File: config.mk
export PLATFORM = sky130hd
export DESIGN_NAME = btn_mode_router
export DESIGN_NICKNAME = d
export VERILOG_FILES = /design/src/rtl/btn_pkg.sv /design/src/rtl/btn_chan.sv /design/src/rtl/btn_mode_router.sv
export SDC_FILE = /design/constraint.sdc
export NUM_CORES = 1
export LEC_CHECK = 0
export BUFFER_PORTS_ARGS = -buffer_cell sky130_fd_sc_hd__buf_4
export CORE_MARGIN = 1
export CORE_UTILIZATION = 46
export DETAILED_ROUTE_END_ITERATION = 7
export GPL_ROUTABILITY_DRIVEN = 0
export PLACE_DENSITY = 0.76
export SETUP_SLACK_MARGIN = 0.02
export SYNTH_ARGS = -nofsm -noshare
export SYNTH_HDL_FRONTEND = slang
export SYNTH_SLANG_ARGS = --single-unit
File: constraint.sdc
create_clock -name clk -period 2.9 [get_ports clk]
set_input_delay 0 -clock clk [delete_from_list [all_inputs] [get_ports clk]]
set_output_delay 0 -clock clk [all_outputs]
set_load 0.05 [all_outputs]
File: src/rtl/btn_pkg.sv
// Shared types and helpers for the push-button front-end: FSM encoding,
// compile-time log2 and the flat bank/button index used on the routed outputs.
package btn_pkg;

  typedef enum logic [1:0] {
    ST_IDLE = 2'd0,
    ST_HELD = 2'd1,
    ST_LONG = 2'd2
  } btn_state_t;

  function automatic int btn_clog2(input int v);
    int r;
    r = 0;
    for (int i = 0; i < 31; i++) begin
      if ((1 << i) < v) r = i + 1;
    end
    return r;
  endfunction

endpackage

`define BTN_IDX(m, b) ((m) * N_BTN + (b))

File: src/rtl/btn_chan.sv
// One button channel: 2-FF synchroniser, tick-based debouncer, hold/repeat
// FSM and the bank latched at press time.
module btn_chan
  import btn_pkg::*;
#(
  parameter int DB_TICKS     = 5,
  parameter int LONG_TICKS   = 800,
  parameter int REPEAT_TICKS = 200,
  parameter int MW           = 1
) (
  input  logic          clk,
  input  logic          rst,
  input  logic          i_tick,
  input  logic [MW-1:0] i_mode,
  input  logic          i_btn,
  output logic          o_level,
  output logic          o_press,
  output logic          o_long,
  output logic          o_busy,
  output logic [MW-1:0] o_bank
);

  localparam int DW = btn_clog2(DB_TICKS) + 1;
  localparam int HW = btn_clog2(LONG_TICKS) + 1;
  localparam int RW = btn_clog2(REPEAT_TICKS) + 1;

  logic          r_sync1;
  logic          r_sync2;
  logic          r_tick_p1;
  logic          r_level;
  logic [DW-1:0] r_db_cnt;
  logic [HW-1:0] r_hold;
  logic [RW-1:0] r_rep;
  logic          r_press;
  logic          r_long;
  logic [MW-1:0] r_bank;
  btn_state_t    r_state;

  // Stage p0: synchronise and debounce on the sample tick
  always_ff @(posedge clk or posedge rst) begin
    if (rst) begin
      r_sync1   <= 1'b0;
      r_sync2   <= 1'b0;
      r_tick_p1 <= 1'b0;
      r_level   <= 1'b0;
      r_db_cnt  <= '0;
    end else begin
      r_sync1   <= i_btn;
      r_sync2   <= r_sync1;
      r_tick_p1 <= i_tick;
      if (i_tick) begin
        if (r_sync2 != r_level) begin
          if (r_db_cnt >= DW'(DB_TICKS - 1)) begin
            r_level  <= ~r_level;
            r_db_cnt <= '0;
          end else begin
            r_db_cnt <= r_db_cnt + 1'b1;
          end
        end else begin
          r_db_cnt <= '0;
        end
      end
    end
  end

  // Stage p1: hold FSM runs one cycle behind the debouncer, so it counts the
  // delayed tick to keep long/repeat spacing an exact multiple of TICK_DIV
  // from the press pulse. Release wins over a coincident repeat.
  always_ff @(posedge clk or posedge rst) begin
    if (rst) begin
      r_state <= ST_IDLE;
      r_hold  <= '0;
      r_rep   <= '0;
      r_press <= 1'b0;
      r_long  <= 1'b0;
      r_bank  <= '0;
    end else begin
      r_press <= 1'b0;
      r_long  <= 1'b0;
      case (r_state)
        ST_IDLE: begin
          if (r_level) begin
            r_state <= ST_HELD;
            r_press <= 1'b1;
            r_bank  <= i_mode;
            r_hold  <= '0;
          end
        end
        ST_HELD: begin
          if (!r_level) begin
            r_state <= ST_IDLE;
          end else if (r_tick_p1) begin
            if (r_hold >= HW'(LONG_TICKS - 1)) begin
              r_long  <= 1'b1;
              r_state <= ST_LONG;
              r_rep   <= '0;
            end else begin
              r_hold <= r_hold + 1'b1;
            end
          end
        end
        ST_LONG: begin
          if (!r_level) begin
            r_state <= ST_IDLE;
          end else if ((REPEAT_TICKS > 0) && r_tick_p1) begin
            if (r_rep >= RW'(REPEAT_TICKS - 1)) begin
              r_press <= 1'b1;
              r_rep   <= '0;
            end else begin
              r_rep <= r_rep + 1'b1;
            end
          end
        end
        default: r_state <= ST_IDLE;
      endcase
    end
  end

  assign o_level = r_level;
  assign o_press = r_press;
  assign o_long  = r_long;
  assign o_busy  = (r_state != ST_IDLE);
  assign o_bank  = r_bank;

endmodule

File: src/rtl/btn_mode_router.sv
// Push-button front-end: shared sample tick, per-channel debounce/hold logic,
// and routing of each hold's pulses to the bank latched when it was pressed.
module btn_mode_router
  import btn_pkg::*;
#(
  parameter int N_BTN        = 3,
  parameter int N_MODE       = 2,
  parameter int TICK_DIV     = 100000,
  parameter int DB_TICKS     = 5,
  parameter int LONG_TICKS   = 800,
  parameter int REPEAT_TICKS = 200,
  localparam int MW = (btn_clog2(N_MODE) > 1) ? btn_clog2(N_MODE) : 1
) (
  input  logic                      clk,
  input  logic                      rst,
  input  logic [MW-1:0]             mode,
  input  logic [N_BTN-1:0]          btn_raw,
  output logic [N_BTN-1:0]          o_level,
  output logic [N_MODE*N_BTN-1:0]   o_press,
  output logic [N_MODE*N_BTN-1:0]   o_long,
  output logic [N_BTN-1:0]          o_busy
);

  localparam int TW = btn_clog2(TICK_DIV) + 1;

  logic [TW-1:0]    r_tick_cnt;
  logic             r_tick;
  logic [N_BTN-1:0] w_press;
  logic [N_BTN-1:0] w_long;
  logic [MW-1:0]    w_bank [N_BTN];

  // Stage p0: free-running tick, high for the cycle in which the count is 0
  always_ff @(posedge clk or posedge rst) begin
    if (rst) begin
      r_tick_cnt <= '0;
      r_tick     <= 1'b0;
    end else if (r_tick_cnt == TW'(TICK_DIV - 1)) begin
      r_tick_cnt <= '0;
      r_tick     <= 1'b1;
    end else begin
      r_tick_cnt <= r_tick_cnt + 1'b1;
      r_tick     <= 1'b0;
    end
  end

  for (genvar b = 0; b < N_BTN; b++) begin : g_chan
    btn_chan #(
      .DB_TICKS    (DB_TICKS),
      .LONG_TICKS  (LONG_TICKS),
      .REPEAT_TICKS(REPEAT_TICKS),
      .MW          (MW)
    ) u_chan (
      .clk    (clk),
      .rst    (rst),
      .i_tick (r_tick),
      .i_mode (mode),
      .i_btn  (btn_raw[b]),
      .o_level(o_level[b]),
      .o_press(w_press[b]),
      .o_long (w_long[b]),
      .o_busy (o_busy[b]),
      .o_bank (w_bank[b])
    );
  end

  // A bank index outside 0..N_MODE-1 matches no bank, so that hold is dropped
  always_comb begin
    o_press = '0;
    o_long  = '0;
    for (int m = 0; m < N_MODE; m++) begin
      for (int b = 0; b < N_BTN; b++) begin
        if (int'(w_bank[b]) == m) begin
          o_press[`BTN_IDX(m, b)] = w_press[b];
          o_long[`BTN_IDX(m, b)]  = w_long[b];
        end
      end
    end
  end

endmodule

# Word-level counts from Yosys, hierarchy flattened
# Cells that the tools add are included.
[op_classes]
add_sub_neg = 10
n_lt_le_gt_ge = 9
eq_ne = 40
muxes = 101
n_bitwise = 3
reduce_logical = 27
[op_table]
columns = ["op", "n"]
rows = [
  ["$mux W9", 18],
  ["$mux W11", 12],
  ["$pmux W11 S2", 3],
  ["$pmux W9 S2", 3],
  ["$mux W1", 37],
  ["$ne A2 B1 Y1 const B", 18],
  ["$add A11 B1 Y11 const B", 3],
  ["$ge A11 B10 Y1 const B", 3],
  ["$mux W2", 15],
  ["$add A9 B1 Y9 const B", 3],
  ["$ge A9 B8 Y1 const B", 3],
  ["$mux W4", 6],
  ["$add A18 B1 Y18 const B", 1],
  ["$eq A18 B17 Y1 const B", 1],
  ["$mux W18", 1],
  ["$pmux W2 S3", 3],
  ["$reduce_and A6 Y1", 3],
  ["$reduce_bool A2 Y1", 9],
  ["$reduce_and A5 Y1", 3],
  ["$add A4 B1 Y4 const B", 3],
  ["$ge A4 B3 Y1 const B", 3],
  ["$ne A2 B2 Y1 const B", 6],
  ["$reduce_and A4 Y1", 3],
  ["$ne A3 B2 Y1 const B", 3],
  ["other kinds (9)", 27],
]
[word_totals]
reg_bits = 116
input_bits = 6
output_inout_bits = 18
elab_cells = 223

# Longest topological paths before layout
[logic_depth]
depth_word = 5
depth_mapped = 7
ltp_nobuf = 6

# Modules after synthesis
# Synthesis repeated with hierarchy kept, for this count alone.
[unflattened]
hier_cells = 563
area_unflattened_um2 = 5880.6
[by_module_without_submodules]
columns = ["module", "instances", "cells_each", "area_each_um2", "seq_area_each_um2"]
rows = [
  ["btn_chan", 3, 157, 1639.1, 825.8],
  ["btn_mode_router", 1, 92, 963.4, 475.5],
]

# Worst setup path after synthesis
# No wires, ideal clock.
[synth_timing]
path_kind = "register to register"
from = "register g_chan[0].u_chan.r_hold[7]"
to = "register g_chan[0].u_chan.r_hold[3]"
setup_ns = 0.133
arrival_time_ns = 1.764
required_ns = 2.767
path_slack_ns = 1.003
path_stages_with_launch = 6
path_buffers = 0
synth_period_minus_slack_ns = 1.897
cell_sequence = "dfrtp_1 > or4_4 > a211oi_4 > nor2_1 > a2111oi_2 > a21oi_1"
[synth_via]
elab_chain_cells = 3
[synth_rtl]
columns = ["item", "line_no", "text"]
rows = [
  ["start: declaration", "btn_chan.sv:32", "logic [HW-1:0] r_hold;"],
  ["start signal: assignment", "btn_chan.sv:98", "r_hold <= r_hold + 1'b1;"],
  ["$ge A11 B10 Y1", "btn_chan.sv:93", "if (r_hold >= HW'(LONG_TICKS - 1)) begin"],
  ["$ne A2 B2 Y1 (no line)", "n/a", ""],
  ["$reduce_and A5 Y1 (no line)", "n/a", ""],
]
# Every way passes these cells.
# A chain may end at the register's enable or synchronous reset.

# Worst setup path in the final report
[layout_timing]
from = "register g_chan[2].u_chan.r_hold[10]"
to = "register g_chan[2].u_chan.r_rep[7]"
[layout_via]
elab_chain_cells = 3
[layout_rtl]
columns = ["item", "line_no", "text"]
rows = [
  ["start: declaration", "btn_chan.sv:32", ""],
  ["start signal: assignment", "btn_chan.sv:98", ""],
  ["$ge A11 B10 Y1", "btn_chan.sv:93", ""],
  ["$ne A2 B1 Y1 (no line)", "n/a", ""],
  ["$reduce_and A6 Y1 (no line)", "n/a", ""],
  ["end signal: assignment", "btn_chan.sv:110", "r_rep <= r_rep + 1'b1;"],
  ["end: declaration", "btn_chan.sv:33", "logic [RW-1:0] r_rep;"],
]
# Every way passes these cells.

==> impl_metrics.env <==
export IMPL_status="complete, no violations"
export IMPL_die_h_um=113
export IMPL_leakagePower_uw=0.00297
export IMPL_diodes=0
export IMPL_clkTransAtPathRegs_ns=0.06
export IMPL_power_total_uw=3690
export IMPL_final_cells=800
export IMPL_dr_pass1_iters=6
export IMPL_drtIter0Drc=419
export IMPL_htree_levels=4
export IMPL_finalSetupViolations=0
export IMPL_synthArstFlopShare_pct=100
export IMPL_powerDensity_nw_per_um2=554
export IMPL_required_ns=3.20
export IMPL_min_period_over_period_pct=78.8
export IMPL_die_area_um2=12900
export IMPL_antenna_found_initial=0
export IMPL_peakVddDrop_mv=0.416
export IMPL_ant_nets=0
export IMPL_cts_resized=0
export IMPL_ys_warn_count=0
export IMPL_worstMarginPinSlew_ns=0.882
export IMPL_min_path_type="input port to register"
export IMPL_dp_hpwl_um=7560
export IMPL_yosysSeqAreaShare_pct=50.8
export IMPL_cp_slowest_cell="a21oi_1"
export IMPL_cts_buffer_depth=2
export IMPL_fmax_mhz=438
export IMPL_final_cell_mix="dfrtp_1, o21ai_0, nand2_1"
export IMPL_synthesis_area_um2=5710
export IMPL_end_kind="register"
export IMPL_drive_above_1_share_pct=13.1
export IMPL_place_inst=763
export IMPL_finClkSkew_ns=0.00979
export IMPL_fin_crit_ns=2.28
export IMPL_final_core_util_pct=55.2
export IMPL_final_common_cell="dfrtp_1"
export IMPL_rows=40
export IMPL_cts_tree="yes"
export IMPL_syn_to_final_growth_pct=16.6
export IMPL_slowest_delay_ns=0.65
export IMPL_overflow=0
export IMPL_postCtsSetupBuffers=0
export IMPL_grt_pass1_vias=4297
export IMPL_die_w_um=113
export IMPL_root_buffer="clkbuf_16"
export IMPL_synth_top_cells_by_area="dfrtp_1, o21ai_0, nand2_1"
export IMPL_cts_buffers=17
export IMPL_ys_types=60
export IMPL_maxSlewViolCount=0
export IMPL_synth_flop_cell="dfrtp_1"
export IMPL_yosysTopAreaCell="dfrtp_1"
export IMPL_grt_max_degree=117
export IMPL_routed_wl_um=11500
export IMPL_insertion_delay_ns=0.41
export IMPL_initial_core_util_pct=47.4
export IMPL_portBuffers=23
export IMPL_fp_coreArea_um2=12100
export IMPL_maxSlewHeadroom_pct=40.7
export IMPL_clock_sinks=116
export IMPL_avgViaCountPerCell=5.69
export IMPL_synth_edf_count=0
export IMPL_final_setup_tns_ns=0
export IMPL_crit_path_max_fanout=13
export IMPL_ys_ff_latch=116
export IMPL_crit_type="register to register"
export IMPL_hold_viol_final=0
export IMPL_routedWlPerCell_um=14.3
export IMPL_setup_worst_path_start_class="register"
export IMPL_rsz0062_at_grt="no"
export IMPL_via_count=4554
export IMPL_grt_total_usage_pct=19.4
export IMPL_syn_inst=586
export IMPL_synth_nets=602
export IMPL_grt_pass1_wl_um=19900
export IMPL_post_route_drc_count=0
export IMPL_layout_nets=635
export IMPL_io_pins=24
export IMPL_yosysTopAreaCellShare_pct=50.8
export IMPL_arrival_ns=2.59
export IMPL_maxCapViolCount=0
export IMPL_crit_chain="nor4_1 -> o211ai_1 -> a21oi_1 -> and4b_1 -> o22a_1"
export IMPL_syn_area_per_cell_um2=9.75
## Yosys cell counts (9+ instances only)
library cell	n
a21oi_1	23
and2_1	17
and3_1	13
dfrtp_1	116
ha_1	10
inv_1	18
mux2_2	9
nand2_1	46
nand2b_1	15
nand3_1	33
nand4_1	11
nor2_1	44
nor2b_1	19
nor3_1	11
o21ai_0	61
o31ai_1	10
xnor2_1	14
## cell type report
class	instances	area (um2)
Fill cell	1042	5400
Inverter	18	71.3
Tap cell	168	210
Sequential cell	116	2900
Multi-Input combinational cell	435	2650
Timing Repair Buffer	31	258
Clock inverter	13	136
Clock buffer	19	433
## registers in the layout, indices dropped and copies added (netlist names)
register                 flops
g_chan.u_chan.r_hold        33
g_chan.u_chan.r_rep         27
r_tick_cnt                  18
g_chan.u_chan.r_db_cnt      12
g_chan.u_chan.r_state        6
g_chan.u_chan.o_bank         3
g_chan.u_chan.o_level        3
g_chan.u_chan.o_long         3
g_chan.u_chan.o_press        3
g_chan.u_chan.r_sync1        3
g_chan.u_chan.r_sync2        3
g_chan.u_chan.r_tick_p1      1
r_tick                       1
## where the power goes
part           internal (uW)  switching (uW)  leakage (uW)
Sequential              1620            2.04       0.00159
Clock                   1260             758      0.000269
Combinational           14.8            35.8       0.00110
## worst max-delay path, delay by kind of cell (launching register included)
| kind | cells | cell delay [ns] |
|---|---|---|
| simple gates | 2 | 0.73 |
| compound gates | 3 | 1.04 |
| flops | 1 | 0.41 |
## stage by stage
stage               area, um2  hold slack [ns]  setup slack [ns]
floorplan                5720           0.0314              1.00
global placement         6040            0.110             0.751
detailed placement       6040            0.113             0.660
CTS                      6660            0.218             0.664
global route             6660            0.225             0.403
finish                   6660            0.237             0.616
## cells by family after synthesis
group	synth area share, %
and+or+nand+nor	22.7
buffers and inverters	2.76
adders and majority gates	2.19
muxes	1.77
xor gates and xnor gates	2.91
AOI/OAI and AO/OA	16.8
DFF	50.8
## per-layer routing
| metal | vias to the layer above | share of wire [%] | global-route usage [%] |
|---|---|---|---|
| met1 | 2240 | 46 | 24.9 |
| met5 | - | 0 | 0 |
| li1 | 2191 | - | - |
| met4 | 0 | 1.6 | 9.39 |
| met2 | 109 | 48 | 31.0 |
| met3 | 14 | 4.1 | 4.94 |
## repair_timing
action | CTS | global route
endpoints found under the hold margin | 122 | 0
setup endpoints to repair | 0 | 0
hold buffers | 5 | 0
## path summary, 6_finish.rpt
check	start	to	slack, ns	depth (start not counted)
max	g_chan[2].u_chan.r_hold[10]$_DFFE_PP0P_	g_chan[2].u_chan.r_rep[7]$_DFFE_PP0P_	0.62	5
min	btn_raw[0]	g_chan[0].u_chan.r_sync1$_DFF_PP0_	0.24	2
max reg2reg	g_chan[2].u_chan.r_hold[10]$_DFFE_PP0P_	g_chan[2].u_chan.r_rep[7]$_DFFE_PP0P_	0.62	5
min reg2reg	g_chan[0].u_chan.r_sync1$_DFF_PP0_	g_chan[0].u_chan.r_sync2$_DFF_PP0_	0.35	0
max in group asynchronous	rst	g_chan[2].u_chan.o_press$_DFF_PP0_	2.11	4
min in group asynchronous	rst	g_chan[0].u_chan.r_db_cnt[3]$_DFFE_PP0P_	0.29	4
Note: power is estimated with default switching activity, not from simulation.
